`src/rtl/fp_div_arbiter_pkg.sv`:
```
`default_nettype none
// ============================================================================
// Module      : fp_div_arbiter_pkg
// Description : Shared types and constants for the divider arbiter: flag
//               layout, rounding-mode encoding and the buffered response
//               record.
// Revision    : 1.0 - initial release
// ============================================================================
package fp_div_arbiter_pkg;

    // Divider flag vector is {overflow, underflow, inexact, invalid, div0}
    localparam int ARB_FLAGS_W       = 5;
    localparam int FLAG_DIV_BY_ZERO  = 0;
    localparam int FLAG_INVALID_OP   = 1;
    localparam int FLAG_INEXACT      = 2;
    localparam int FLAG_UNDERFLOW    = 3;
    localparam int FLAG_OVERFLOW     = 4;

    // Widest requester ID the arbiter supports (NUM_REQ up to 8)
    localparam int MAX_ID_W = 3;

    typedef enum logic [2:0] {
        RM_RNE = 3'b000,
        RM_RTZ = 3'b001,
        RM_RDN = 3'b010,
        RM_RUP = 3'b011,
        RM_RMM = 3'b100
    } rounding_mode_t;

    typedef struct packed {
        logic [MAX_ID_W-1:0]    id;
        logic [31:0]            result;
        logic [ARB_FLAGS_W-1:0] flags;
    } fp_div_resp_t;

endpackage
`default_nettype wire

```
`src/rtl/fp_div_arbiter_sync_fifo.sv`:
```
`default_nettype none
// ============================================================================
// Module      : fp_div_arbiter_sync_fifo
// Description : Synchronous FIFO with register-array storage, head output
//               forced to zero while empty, and an occupancy count.
// Revision    : 1.0 - initial release
// ============================================================================
module fp_div_arbiter_sync_fifo #(
    parameter int WIDTH = 8,
    parameter int DEPTH = 8,
    parameter int CNT_W = $clog2(DEPTH + 1)
) (
    input  logic             clk,
    input  logic             rst_n,
    input  logic             push,
    input  logic [WIDTH-1:0] push_data,
    input  logic             pop,
    output logic [WIDTH-1:0] pop_data,
    output logic             valid,
    output logic [CNT_W-1:0] count
);

    localparam int PTR_W = (DEPTH > 1) ? $clog2(DEPTH) : 1;

    logic [WIDTH-1:0] mem [DEPTH];
    logic [PTR_W-1:0] wr_ptr;
    logic [PTR_W-1:0] rd_ptr;
    logic             full;
    logic             do_push;
    logic             do_pop;

    assign full     = (count == CNT_W'(DEPTH));
    assign valid    = (count != '0);
    assign do_pop   = pop & valid;
    assign do_push  = push & (~full | do_pop);
    assign pop_data = valid ? mem[rd_ptr] : '0;

    // Storage write; contents need no reset because the head is gated by valid
    always_ff @(posedge clk) begin
        if (do_push) begin
            mem[wr_ptr] <= push_data;
        end
    end

    // Pointer and occupancy tracking
    always_ff @(posedge clk or negedge rst_n) begin
        if (!rst_n) begin
            wr_ptr <= '0;
            rd_ptr <= '0;
            count  <= '0;
        end else begin
            if (do_push) begin
                wr_ptr <= (wr_ptr == PTR_W'(DEPTH - 1)) ? '0 : wr_ptr + 1'b1;
            end
            if (do_pop) begin
                rd_ptr <= (rd_ptr == PTR_W'(DEPTH - 1)) ? '0 : rd_ptr + 1'b1;
            end
            if (do_push && !do_pop) begin
                count <= count + 1'b1;
            end else if (!do_push && do_pop) begin
                count <= count - 1'b1;
            end
        end
    end

endmodule
`default_nettype wire

```
`src/rtl/fp_div_arbiter.sv`:
```
`default_nettype none
// ============================================================================
// Module      : fp_div_arbiter
// Description : Round-robin front end sharing one non-stallable FP divider
//               between NUM_REQ requesters. Credits (in-flight + buffered)
//               bound admission so the result FIFO can never overflow.
//               Optional macro FP_DIV_ARB_PERF_EN adds issue and credit-stall
//               counters.
// Revision    : 1.0 - initial release
// ============================================================================
module fp_div_arbiter
    import fp_div_arbiter_pkg::*;
#(
    parameter int NUM_REQ      = 4,
    parameter int RESULT_DEPTH = 8,
    parameter int ID_W         = $clog2(NUM_REQ)
) (
    input  logic                   clk,
    input  logic                   rst_n,
    input  logic [NUM_REQ-1:0]     req_valid,
    output logic [NUM_REQ-1:0]     req_ready,
    input  logic [NUM_REQ*32-1:0]  req_in1,
    input  logic [NUM_REQ*32-1:0]  req_in2,
    input  logic [NUM_REQ*3-1:0]   req_rounding_mode,
    output logic                   div_valid_data_in,
    output logic [31:0]            div_in1,
    output logic [31:0]            div_in2,
    output logic [2:0]             div_rounding_mode,
    input  logic [31:0]            div_out,
    input  logic [ARB_FLAGS_W-1:0] div_flags,
    input  logic                   div_valid_data_out,
    output logic                   resp_valid,
    input  logic                   resp_ready,
    output logic [ID_W-1:0]        resp_id,
    output logic [31:0]            resp_out,
    output logic [ARB_FLAGS_W-1:0] resp_flags,
    output logic                   busy,
    output logic                   err_unexpected
`ifdef FP_DIV_ARB_PERF_EN
    ,
    output logic [31:0]            perf_issued,
    output logic [31:0]            perf_credit_stalls
`endif
);

    localparam int CNT_W = $clog2(RESULT_DEPTH + 1);

    logic [ID_W-1:0]  rr_ptr;
    logic [ID_W-1:0]  idx;
    logic [ID_W-1:0]  winner;
    logic             found;
    logic             credit_ok;
    logic             handshake;
    logic [31:0]      sel_in1;
    logic [31:0]      sel_in2;
    rounding_mode_t   sel_rm;
    logic [CNT_W-1:0] inflight;
    logic [CNT_W-1:0] result_count;
    logic [CNT_W:0]   occ;
    logic [ID_W-1:0]  tag_head;
    logic             tag_valid;
    logic             result_push;
    fp_div_resp_t     resp_push;
    fp_div_resp_t     resp_head;

    // Every accepted op holds a credit until its result leaves the FIFO
    assign occ       = {1'b0, inflight} + {1'b0, result_count};
    assign credit_ok = (occ < (CNT_W + 1)'(RESULT_DEPTH));
    assign handshake = found & credit_ok;
    assign req_ready = handshake ? (NUM_REQ'(1) << winner) : '0;
    assign busy      = (occ != '0) | div_valid_data_in;

    // Round-robin search from rr_ptr, then mux the winner's operands
    always_comb begin
        found   = 1'b0;
        winner  = '0;
        idx     = rr_ptr;
        sel_in1 = '0;
        sel_in2 = '0;
        sel_rm  = RM_RNE;
        for (int i = 0; i < NUM_REQ; i++) begin
            if (!found && req_valid[idx]) begin
                found  = 1'b1;
                winner = idx;
            end
            idx = (idx == ID_W'(NUM_REQ - 1)) ? '0 : idx + 1'b1;
        end
        for (int j = 0; j < NUM_REQ; j++) begin
            if (winner == ID_W'(j)) begin
                sel_in1 = req_in1[j*32 +: 32];
                sel_in2 = req_in2[j*32 +: 32];
                sel_rm  = rounding_mode_t'(req_rounding_mode[j*3 +: 3]);
            end
        end
    end

    // Issue register: one-cycle strobe, operands hold between issues
    always_ff @(posedge clk or negedge rst_n) begin
        if (!rst_n) begin
            rr_ptr            <= '0;
            div_valid_data_in <= 1'b0;
            div_in1           <= '0;
            div_in2           <= '0;
            div_rounding_mode <= '0;
        end else begin
            div_valid_data_in <= handshake;
            if (handshake) begin
                rr_ptr            <= (winner == ID_W'(NUM_REQ - 1)) ? '0 : winner + 1'b1;
                div_in1           <= sel_in1;
                div_in2           <= sel_in2;
                div_rounding_mode <= sel_rm;
            end
        end
    end

    // Sticky error for a divider result that has no outstanding tag
    always_ff @(posedge clk or negedge rst_n) begin
        if (!rst_n) begin
            err_unexpected <= 1'b0;
        end else if (div_valid_data_out && !tag_valid) begin
            err_unexpected <= 1'b1;
        end
    end

    // Tag FIFO occupancy doubles as the in-flight counter
    fp_div_arbiter_sync_fifo #(
        .WIDTH (ID_W),
        .DEPTH (RESULT_DEPTH),
        .CNT_W (CNT_W)
    ) u_tag_fifo (
        .clk       (clk),
        .rst_n     (rst_n),
        .push      (handshake),
        .push_data (winner),
        .pop       (div_valid_data_out),
        .pop_data  (tag_head),
        .valid     (tag_valid),
        .count     (inflight)
    );

    // Pair the completing result with the oldest tag; orphans are dropped
    always_comb begin
        result_push = div_valid_data_out & tag_valid;
        resp_push   = '{id: MAX_ID_W'(tag_head), result: div_out, flags: div_flags};
    end

    fp_div_arbiter_sync_fifo #(
        .WIDTH ($bits(fp_div_resp_t)),
        .DEPTH (RESULT_DEPTH),
        .CNT_W (CNT_W)
    ) u_result_fifo (
        .clk       (clk),
        .rst_n     (rst_n),
        .push      (result_push),
        .push_data (resp_push),
        .pop       (resp_ready),
        .pop_data  (resp_head),
        .valid     (resp_valid),
        .count     (result_count)
    );

    assign resp_id    = ID_W'(resp_head.id);
    assign resp_out   = resp_head.result;
    assign resp_flags = resp_head.flags;

`ifdef FP_DIV_ARB_PERF_EN
    // Free-running event counters, wrapping at 2^32
    always_ff @(posedge clk or negedge rst_n) begin
        if (!rst_n) begin
            perf_issued        <= '0;
            perf_credit_stalls <= '0;
        end else begin
            if (handshake) begin
                perf_issued <= perf_issued + 32'd1;
            end
            if (|req_valid && !credit_ok) begin
                perf_credit_stalls <= perf_credit_stalls + 32'd1;
            end
        end
    end
`endif

endmodule
`default_nettype wire

```
`config.mk`:
```
export PLATFORM = sky130hd
export DESIGN_NAME = fp_div_arbiter
export DESIGN_NICKNAME = d
export VERILOG_FILES = /design/src/rtl/fp_div_arbiter_pkg.sv /design/src/rtl/fp_div_arbiter_sync_fifo.sv /design/src/rtl/fp_div_arbiter.sv
export SDC_FILE = /design/constraint.sdc
export NUM_CORES = 1
export LEC_CHECK = 0
export CORE_MARGIN = 3
export CORE_UTILIZATION = 51
export CTS_CLUSTER_DIAMETER = 200
export CTS_CLUSTER_SIZE = 10
export DETAILED_ROUTE_END_ITERATION = 7
export PLACE_DENSITY = 0.86
export SYNTH_ARGS = -nofsm -noshare
export SYNTH_HDL_FRONTEND = slang
export SYNTH_SLANG_ARGS = --single-unit
```
`constraint.sdc`:
```
create_clock -name clk -period 6.36 [get_ports clk]
set_input_delay 1.272 -clock clk [delete_from_list [all_inputs] [get_ports clk]]
set_output_delay 1.272 -clock clk [all_outputs]
set_load 0.02 [all_outputs]
```
# Yosys cells after proc, flatten, opt, wreduce, memory -nomap -nowiden
# Memory sizes are Yosys's and may differ from the RTL's.
# Index checks and enable logic that the tools add are counted.
word_totals:
  n_memories: 2
  regBits: 91
  mem_bits_rw: 328
  output_inout_bits: 114
  elab_cells: 124
mem_list:
  columns: ["name", "words", "width", "read_ports", "rd_ports_with_merged_regs", "write_ports", "line_no", "rtl"]
  rows:
  - ["u_result_fifo.mem", 8, 39, 1, 0, 1, "fp_div_arbiter_sync_fifo.sv:25", "logic [WIDTH-1:0] mem [DEPTH];"]
  - ["u_tag_fifo.mem", 8, 2, 1, 0, 1, "fp_div_arbiter_sync_fifo.sv:25", null]
classes:
  mux: 47
  n_shift: 1
  n_bitwise: 10
  eq_ne: 12
  addsub: 13
  magnitude_cmp: 5
  reduce_logical: 22
ops:
  columns: ["cell", "n"]
  rows:
  - ["$mux W32", 8]
  - ["$mux W39", 1]
  - ["$mux W3", 8]
  - ["$mux W4", 5]
  - ["$mux W2", 9]
  - ["$add A3 B1 Y3 const B", 4]
  - ["$eq A3 B3 Y1 const B", 4]
  - ["$lt A2 B3 Y1 const B", 4]
  - ["$mux W1", 12]
  - ["$eq A2 B2 Y1 const B", 5]
  - ["$add A2 B1 Y2 const B", 4]
  - ["$add A4 B1 Y4 const B", 2]
  - ["$bmux W1 S2", 4]
  - ["$eq A4 B4 Y1 const B", 2]
  - ["$logic_and A1 B1 Y1", 8]
  - ["$logic_not A1 Y1", 8]
  - ["$reduce_bool A4 Y1", 2]
  - ["$sub A4 B1 Y4 const B", 2]
  - ["$add A4 B4 Y5", 1]
  - ["$and A1 B1 Y1", 5]
  - ["$lt A5 B4 Y1 const B", 1]
  - ["$reduce_bool A5 Y1", 1]
  - ["$reduce_bool A2 Y1", 2]
  - ["$shl A1 B2 Y4 const A", 1]
  - ["other kinds (4)", 7]

# Longest topological paths before layout
depth:
  ltp_word: 18
  depth_mapped: 17

# Hierarchy
# From an unflattened synthesis, not the netlist that was laid out.
unflattened:
  cells_unflattened: 1307
  hier_area_um2: 19627.6
modules_own_cells:
  columns: ["mod", "seq_area_each_um2", "n_inst", "cells_per_inst", "area_each_um2"]
  rows:
  - ["fp_div_arbiter_sync_fifo (u_result_fifo)", 9859.5, 1, 536, 12640.9]
  - ["fp_div_arbiter", 1776.7, 1, 680, 5690.5]
  - ["fp_div_arbiter_sync_fifo (u_tag_fifo)", 730.7, 1, 91, 1296.2]

# Least setup slack after synthesis
# OpenSTA, ideal clock, no wires.
synth_timing:
  path_kind: "input -> register"
  from: "in div_valid_data_out"
  to: "mem u_result_fifo.mem[2][0] in the netlist's numbering (enable)"
  path_buffers: 1
  t_arrival_ns: 4.815
  path_slack_ns: 1.053
  setup_ns: 0.492
  stages: 5
  cell_sequence: "nand2b_1 > buf_2 > a31oi_2 > nand2b_1 > nor3b_1"
synth_between:
  elab_chain_cells: 4
synth_lines:
  columns: ["element", "line_no", "rtl"]
  rows:
  - ["start: declaration", "fp_div_arbiter.sv:31", "input logic div_valid_data_out,"]
  - ["$and A1 B1 Y1", "fp_div_arbiter.sv:143", "result_push = div_valid_data_out & tag_valid;"]
  - ["$and A1 B1 Y1", "fp_div_arbiter_sync_fifo.sv:35", "assign do_push = push & (~full | do_pop);"]
  - ["named net u_result_fifo.do_push", "fp_div_arbiter_sync_fifo.sv:29", "logic do_push;"]
  - ["$mux W1", "fp_div_arbiter_sync_fifo.sv:40", "if (do_push) begin"]
  - ["$mux W1 (implied by the code)", "fp_div_arbiter_sync_fifo.sv:41", "mem[wr_ptr] <= push_data;"]
  - ["end: declaration", "fp_div_arbiter_sync_fifo.sv:25", null]
# The timed path passes the listed nets, and every way through them passes these cells.

# Worst setup path after layout
layout_timing:
  from: "in req_valid[3]"
  to: "out req_ready[2]"
layout_between:
  elab_chain_cells: 14
  elab_cells_between_ends: 25
  cone_classes: "shift (1); mux (17); bitwise (1); reduce/logical (6)"
layout_lines:
  columns: ["element", "line_no", "rtl"]
  rows:
  - ["start: declaration", "fp_div_arbiter.sv:20", "input logic [NUM_REQ-1:0] req_valid,"]
  - ["$bmux W1 S2", "fp_div_arbiter.sv:82", "if (!found && req_valid[idx]) begin"]
  - ["$mux W1 (implied by the code)", "fp_div_arbiter.sv:82", null]
  - ["$mux W1", "fp_div_arbiter.sv:82", null]
  - ["$logic_not A1 Y1", "fp_div_arbiter.sv:82", null]
  - ["$logic_and A1 B1 Y1", "fp_div_arbiter.sv:82", null]
  - ["$mux W1", "fp_div_arbiter.sv:82", null]
  - ["$logic_not A1 Y1", "fp_div_arbiter.sv:82", null]
  - ["$logic_and A1 B1 Y1", "fp_div_arbiter.sv:82", null]
  - ["$mux W1", "fp_div_arbiter.sv:82", null]
  - ["$logic_not A1 Y1", "fp_div_arbiter.sv:82", null]
  - ["$logic_and A1 B1 Y1", "fp_div_arbiter.sv:82", null]
  - ["$mux W2 *", "fp_div_arbiter.sv:82", null]
  - ["named net u_tag_fifo.push_data[1]", "fp_div_arbiter_sync_fifo.sv:16", "input logic [WIDTH-1:0] push_data,"]
  - ["$shl A1 B2 Y4 *", "fp_div_arbiter.sv:70", "assign req_ready = handshake ? (NUM_REQ'(1) << winner) : '0;"]
  - ["$mux W4 *", "fp_div_arbiter.sv:70", null]
  - ["end: declaration", "fp_div_arbiter.sv:21", "output logic [NUM_REQ-1:0] req_ready,"]
# Mark *: on every way through the listed nets, which the timed path passes. The rest lies on a longest branch. The select of a mux whose other input is x is not followed.

==> results.ini <==
[pwr]
switching_share=0.412
clockPowerShare=0.171
p_sw_mw=5.88
internal_power_mw=8.38
p_leak_nw=8.48
p_comb_frac=0.524
power.density_mw_per_mm2=571
ir_drop_mv=0.489
p_seq_frac=0.305

[worst_setup_path]
reg2reg_slack_ps=1780
r2r_start=rr_ptr[0]
critPathCaptureType=output pin
worst_ep_arrival_time_ps=4300
required_ps=5090
crit_fanout=18
r2r-end=div_in1[30]
crit_type=input port to output pin
worst-r2r-cell-count=13
critPathLaunchType=input port

[grt]
grt_max_degree=103
gr-max-usage-layer=met2
grt_pass1_wl_um=85900
grt_pass1_vias=13400
track_usage=0.295
met2_usage=0.480
grt_use_met3=0.0925
grtUsageMet1=0.378
grt_antenna_before_repair=9
grt_overflow_total=0

[min_path]
whs_path_depth=1
hp-class=register to register
min_from=err_unexpected
worstHoldEndpoint=err_unexpected

[detailed_routing]
drt_iter0_drc=1098
post_drt_via_cell_ratio=6.03
postRouteAntennaNets=0
drcViolationCount=0
routed_wirelength_um=58200
vias=13300
wire_per_inst_um=26.5
drtPass1Iterations=5

[timing]
min_period_ps=5570
worstMarginPinSlew_ps=1160
drv_slew=0
slew_headroom=0.223
rsz0062_at_grt=no
finalSetupTns_ps=0
hold_violations=0
fin_skew_ps=24.2
timing.fmax_mhz=180
finalSetupViolCount=0
finalCritPeriodShare=0.875

[synthesis]
postSynthAreaPerCell_um2=14.4
synth-edff-count=328
ys_seq_area_frac=0.642
synth_cells=1310
ys_ff_latch=419
yosysWarnings=0
syn-num-nets=1649
async_reset_ff_frac=0.217
ys.flop_type=edfxtp_1
synth_area_mm2=0.0189
synth_cell_types=48

[placement]
placed_area_mm2=0.0236
place.gp.congestion=0.957
dp.cells=2122
port_buffers=426
hpwlAfterDp_um=38800

[final_layout]
layout_commonest_cell=clkdlybuf4s50_1
layout.nets=2049
fin_area_mm2=0.0250
final_cells=2200
syn_to_final_growth_pct=32.2
final_cell_mix=clkdlybuf4s50_1 (425), edfxtp_1 (328), nand2_1 (144)
final_layout_size_suffix_gt1_frac=0.110

[clock_tree]
cts_resized=0
cts.sinks=419
htreeDepth=2
cts_tree=built
cts_setup_buffers=0
cts_hold_buf=0
cts_root_buf=clkbuf_16
worstSkewPairLatency_ps=570
cts_max_path_buffers=3
cts.clk_slew.worst_paths_ps=60
cts_buffers=47

[die]
die_h_um=198
start_util=0.525
die_area_mm2=0.0394
ios=427
fp.dieW_um=198
placementRows=69
core_area_mm2=0.0360

[run_status]
status=complete, no violations

[flow_run]
drv_cap=0

[flip-flops by register name, summed over array words and instances, names as in the netlist, 4 cells and up]
name / flops
u_result_fifo.mem: 312
u_tag_fifo.count: 4
div_in1: 32
u_result_fifo.count: 4
u_tag_fifo.mem: 16
div_in2: 32
[cells in the mapped netlist, types with 2 or more instances]
master | n | area [um^2]
nor3_1 | 14 | 70.1
buf_1 | 8 | 30.0
nand2b_1 | 7 | 43.8
inv_1 | 13 | 48.8
buf_6 | 3 | 33.8
edfxtp_1 | 328 | 9850
buf_2 | 18 | 90.1
mux2_2 | 10 | 113
a221oi_1 | 3 | 26.3
o21ai_0 | 13 | 65.1
dfrtp_1 | 91 | 2280
a21o_1 | 8 | 60.1
nor2_1 | 55 | 206
nor3b_1 | 4 | 30.0
mux4_2 | 83 | 1870
o211ai_1 | 66 | 495
fa_1 | 3 | 60.1
a21oi_1 | 135 | 676
nor4_1 | 6 | 37.5
xor2_1 | 2 | 17.5
mux2i_1 | 43 | 430
nand2_1 | 144 | 541
nand3b_1 | 64 | 480
ha_1 | 23 | 288
o21a_1 | 64 | 480
nor2b_1 | 3 | 18.8
and2_1 | 4 | 25.0
clkbuf_1 | 69 | 259
xnor2_1 | 7 | 61.3
[cells by family after synthesis]
| family | Yosys count | share of synthesized area |
|---|---|---|
| flip-flops | 419 | 0.642 |
| AND/OR/NAND/NOR | 306 | 0.0791 |
| AO/OA/AOI/OAI | 300 | 0.102 |
| multiplexers | 138 | 0.129 |
| buffers and inverters | 112 | 0.0248 |
| adder cells (fa/ha/maj) | 26 | 0.0184 |
| XOR/XNOR | 9 | 0.00417 |
[cell type report]
cell class | count | area (um^2)
Multi-Input combinational cell | 779 | 6380
Clock buffer | 69 | 1260
Inverter | 14 | 55.1
Sequential cell | 419 | 12100
Fill cell | 2333 | 11000
Timing Repair Buffer | 449 | 4450
Antenna cell | 6 | 15.0
Tap cell | 461 | 577
Clock inverter | 3 | 90.1
[metal layers]
layer	share of wire	vias up	wire, um
met5	0.00094	-	55
met4	0.038	8	2190
met3	0.10	124	5950
met2	0.49	702	28500
met1	0.37	6615	21500
li1	-	5821	-
[power by group through the flow]
| stage | clock [mW] | combinational (mW) | sequential, mW |
|---|---|---|---|
| floorplan | 0 | 4.86 | 4.31 |
| global placement | 0 | 7.19 | 4.33 |
| detailed placement | 0 | 7.36 | 4.37 |
| CTS | 2.46 | 7.45 | 4.35 |
| global route | 2.58 | 8.07 | 4.43 |
| finish | 2.43 | 7.47 | 4.35 |
[worst max-delay path, stage by stage]
cell             delay, ps
clkdlybuf4s50_1        570
mux4_2                 580
a21oi_1                190
nand2_1                100
nand2_1                340
ha_4                   340
inv_1                  120
nor2_1                 160
clkdlybuf4s50_1        630
[metrics by stage]
stage	util	worst slack [ps]	hold slack (ps)	total power, mW
2_1_floorplan	-	1050	491	9.17
3_3_place_gp	0.655	914	442	11.5
3_5_place_dp	0.655	871	479	11.7
4_1_cts	0.693	859	489	14.3
5_1_grt	0.693	692	492	15.1
6_report	0.693	793	478	14.3
[worst max-delay path by stage]
| stage | slack, ps | to | from | depth (start not counted) |
|---|---|---|---|---|
| 6_report | 790 | req_ready[2] | req_valid[3] | 9 |
| 4_1_cts | 860 | req_ready[2] | req_valid[3] | 9 |
| 2_1_floorplan | 1050 | u_result_fifo.mem[2][0] | div_valid_data_out | 5 |
| 3_5_place_dp | 870 | req_ready[2] | req_valid[3] | 9 |
| 5_1_grt | 690 | req_ready[2] | req_valid[2] | 9 |
| 3_3_place_gp | 910 | req_ready[2] | req_valid[3] | 9 |
No activity file was read; power rests on OpenSTA's default activity.
==> RTL edit 1: new RTL, same flow settings <==
Add a define of `FP_DIV_ARB_PERF_EN`.
--- a/src/rtl/fp_div_arbiter.sv
+++ b/src/rtl/fp_div_arbiter.sv
@@ -8,6 +8,8 @@
 //               counters.
 // Revision    : 1.0 - initial release
 // ============================================================================
+`define FP_DIV_ARB_PERF_EN
+
 module fp_div_arbiter
     import fp_div_arbiter_pkg::*;
 #(
Formal check against the unedited RTL (old outputs only; new: perf_credit_stalls and perf_issued): equivalent (Yosys induction, for registers that start in step).
==> RTL edit 1 against the unedited design <==
Sequential share of layout area fell by 1.0 points; wire length rose by 10%; area after synthesis rose by 15%; final area rose by 16%; first-iteration DRC count rose by 7.6%; critical endpoint unchanged; sequential cell count rose by 64; sequential power rose by 11%; die area rose by 15%; clock skew rose by 0.0012 ns; combinational power rose by 11%; largest power group unchanged; fmax barely moved; power rose by 12%; setup slack improved by 0.00090 ns.
==> RTL edit 1: results (changes against the unedited design) <==
- Status: finished clean
- Distinct cells, synth: 56 (+17%)
- First-pass GRT wire length: 94390 um (+9.9%)
- Fill cells: 2815 (+21%)
- Seq/Total Area, Yosys: 63.08% (-1.1 points)
- Multi-input gate count: 864 (+11%)
- ClkCell Share: 5.452% (+0.048 points)
- Final wirelength: 64220 um (+10%)
- Final Instance Area: 28870 sq um (+16%)
- Number of global-route vias before repair: 15370 (+15%)
- Placement Setup Slack: 0.8751 ns (+0.004620 ns)
- Buffers added on ports: 490 (+15%)
- Non-filler cells, final: 2522 (+15%)
- Mean number of vias per cell: 5.963 (-1.1%)
- Met3 WL: 5491 um (-7.7%)
- Non-clk bufs: 513 (+14%)
- Comb. pwr: 0.00830 W (+11%)
- Peak supply drop: 0.0007452 V (+52%)
- N_diodes: 10 (+4)
- Arrival time worst endpoint: 4.29 ns (about the same)
- Instance area after placement: 27270 sq um (+16%)
- Metal2 WL: 33520 um (+18%)
- Post-synth top cells: edfxtp_1 (328), dfrtp_1 (155), nand2_1 (99), mux4_2 (84), clkbuf_1 (76)
- Total track usage: 27.99% (-1.5 points)
- # nets final: 2275 (+11%)
- Synth Instances: 1460 (+11%)
- Met1 usage: 32.44% (-5.4 points)
- Cell family with most CP delay: simple AND/OR/NAND/NOR gates
- Leakage: 10.34 nW (+22%)
- Synth top area cells: edfxtp_1 (45%), dfrtp_1 (18%), mux4_2 (8.7%)
- Routability Congestion: 0.9743 (+1.8%)
- Fraction of area in multi-input gates: 26.54% (+0.97 points)
- Internal: 0.009566 W (+14%)
- Critical path fanouts, max: 15 (-3)
- CLK BUF: 92 (+33%)
- Layout non-clock buf frac: 17.77% (-0.050 points)
- Pin count of the biggest net entering global routing: 100 (-2.9%)
- Clock latency on the worst-skew pair: 0.60 ns (+0.03 ns)
- Layout cells sized above 1: 11.56% (+0.53 points)
- Inverter count: 18 (+4)
- Iter 0 DRT Violations: 1181 (+7.6%)
- Fraction of registers with async set or reset after synthesis: 32.09% (+10 points)
- Hpwl dp: 43710 um (+13%)
- Initial antenna violation count: 13 (+4)
==> RTL edit 1: logic make-up (layout without fill, tap and decap cells) <==
logic type               count (synthesis)  in the layout  share of synthesized area (%)
AO/OA/AOI/OAI                          183            183                          6.577
XOR/XNOR                                71             71                          2.857
other                                    0             10                              0
AND/OR/NAND/NOR                        376            376                          8.831
buffers and inverters                  113            626                          2.173
adder cells (fa/ha/maj)                 28             28                          1.713
multiplexers                           206            206                          14.76
flip-flops                             483            483                          63.08
==> RTL edit 1: worst paths after layout <==
kind | to | start | slack (ns) | cells past startpoint
worst max-delay path | req_ready[2] | rr_ptr[0] | 0.79 | 9
worst min-delay path | perf_credit_stalls[31] | perf_credit_stalls[31] | 0.48 | 1
worst max register to register | div_in2[29] | rr_ptr[0] | 1.53 | 11
worst min register to register | perf_credit_stalls[31] | perf_credit_stalls[31] | 0.48 | 1
max in group asynchronous | div_in1[14] | rst_n | 4.18 | 2
min in group asynchronous | perf_issued[29] | rst_n | 0.73 | 1
==> RTL edit 2: new RTL, same flow settings <==
Made on the original files. One comparison of `count` changes from == to >=.
--- a/src/rtl/fp_div_arbiter_sync_fifo.sv
+++ b/src/rtl/fp_div_arbiter_sync_fifo.sv
@@ -29,7 +29,7 @@
     logic             do_push;
     logic             do_pop;
 
-    assign full     = (count == CNT_W'(DEPTH));
+    assign full     = (count >= CNT_W'(DEPTH));
     assign valid    = (count != '0);
     assign do_pop   = pop & valid;
     assign do_push  = push & (~full | do_pop);
Function: same outputs for any inputs over 4 cycles, from zero or initial values and one cycle with rst_n low; that may be too few to reach the edited logic, so the function may still have changed.
==> RTL edit 2 against the unedited design <==
Synthesized cell count decreased by 9.1%; power increased by 1.3%; final area increased by 1.3%; core utilization decreased by 0.91 points; sequential cell count unchanged; setup slack got worse by 0.15 ns; wire length decreased by 7.9%; area after synthesis increased by 2.3%; critical endpoint is now req_ready[1]; largest cell class unchanged; largest power group unchanged; highest routed layer unchanged.
==> RTL edit 2: results (changes against the unedited design) <==
- CP Launch Point: req_valid[0]
- Post-synthesis mux area share: 17.76% (+4.8 points)
- Status: finished clean
- Min Hold Slack: 0.4610 ns (-0.01732 ns)
- First-pass GRT wire length: 80890 um (-5.8%)
- Setup ws final: 0.6431 ns (-0.1495 ns)
- R2r setup slk: 1.62 ns (-0.16 ns)
- Synth top area cells: edfxtp_1 (51%), dfrtp_1 (12%), mux4_2 (9.7%)
- GR Layer Usage met3: 8.173% (-1.1 points)
- Met1 usage: 32.12% (-5.7 points)
- Instance area after placement: 23940 sq um (+1.4%)
- Seq/Total Area, Yosys: 62.76% (-1.4 points)
- Total number of vias: 12530 (-5.6%)
- Mean number of vias per cell: 5.858 (-2.9%)
- Arrival time worst endpoint: 4.44 ns (+0.14 ns)
- Compound-Gate Fraction of Synth Area: 6.877% (-3.4 points)
- # nets final: 1936 (-5.5%)
- Worst R2R End: div_in1[19]
- Register share of total power: 29.1% (-1.4 points)
- Met2 usage: 44.20% (-3.8 points)
- Peak supply drop: 0.0005494 V (+12%)
- Post-synthesis adder-cell area fraction: 1.800% (-0.042 points)
- Total track usage: 26.36% (-3.1 points)
- Post-synth top cells: edfxtp_1 (328), dfrtp_1 (91), nand2_1 (84), mux4_2 (83), mux2_4 (68)
- Hpwl dp: 36260 um (-6.5%)
- Synth Net Count: 1530 (-7.2%)
- Leakage: 9.055 nW (+6.8%)
- Iter 0 DRT Violations: 1095 (-0.27%)
- Internal: 0.008917 W (+6.5%)
- Distinct cells, synth: 58 (+21%)
- Metal2 WL: 27180 um (-4.6%)
- Layout cells sized above 1: 18.61% (+7.6 points)
- Critical path fanouts, max: 10 (-8)
- Synth Instances: 1191 (-9.1%)
- Critical Path Sink: req_ready[1]
- Placement Setup Slack: 0.6074 ns (-0.2631 ns)
==> RTL edit 2: changes by cell type in the layout (fill, tap and decap cells not counted), moves of 5 or more <==
| cell | change |
|---|---|
| a21oi_1 | -124 |
| mux2_4 | +67 |
| o211ai_1 | -66 |
| o31ai_1 | +66 |
| a221oi_1 | +63 |
| o21a_1 | -63 |
| nand3b_1 | -62 |
| nand2_1 | -60 |
| and2b_2 | +41 |
| nor2b_1 | +23 |
| buf_4 | -5 |
| diode_2 | +5 |
==> RTL edit 2: cell type report <==
type	count	area share [%]
sequential	419	47.98
multi-input combinational	668	26.36
timing repair buffer	446	17.59
clock buffer	72	5.022
tap	504	2.493
inverter	15	0.2226
clock inverter	3	0.2177
antenna	11	0.1088
==> RTL edit 2: stage by stage <==
step / total power [W] / utilization, %
after floorplan: 0.009889 / -
after global placement: 0.01184 / 64.77
after detailed placement: 0.01208 / 64.77
after CTS: 0.01451 / 68.35
after global routing: 0.01525 / 68.41
final: 0.01444 / 68.43
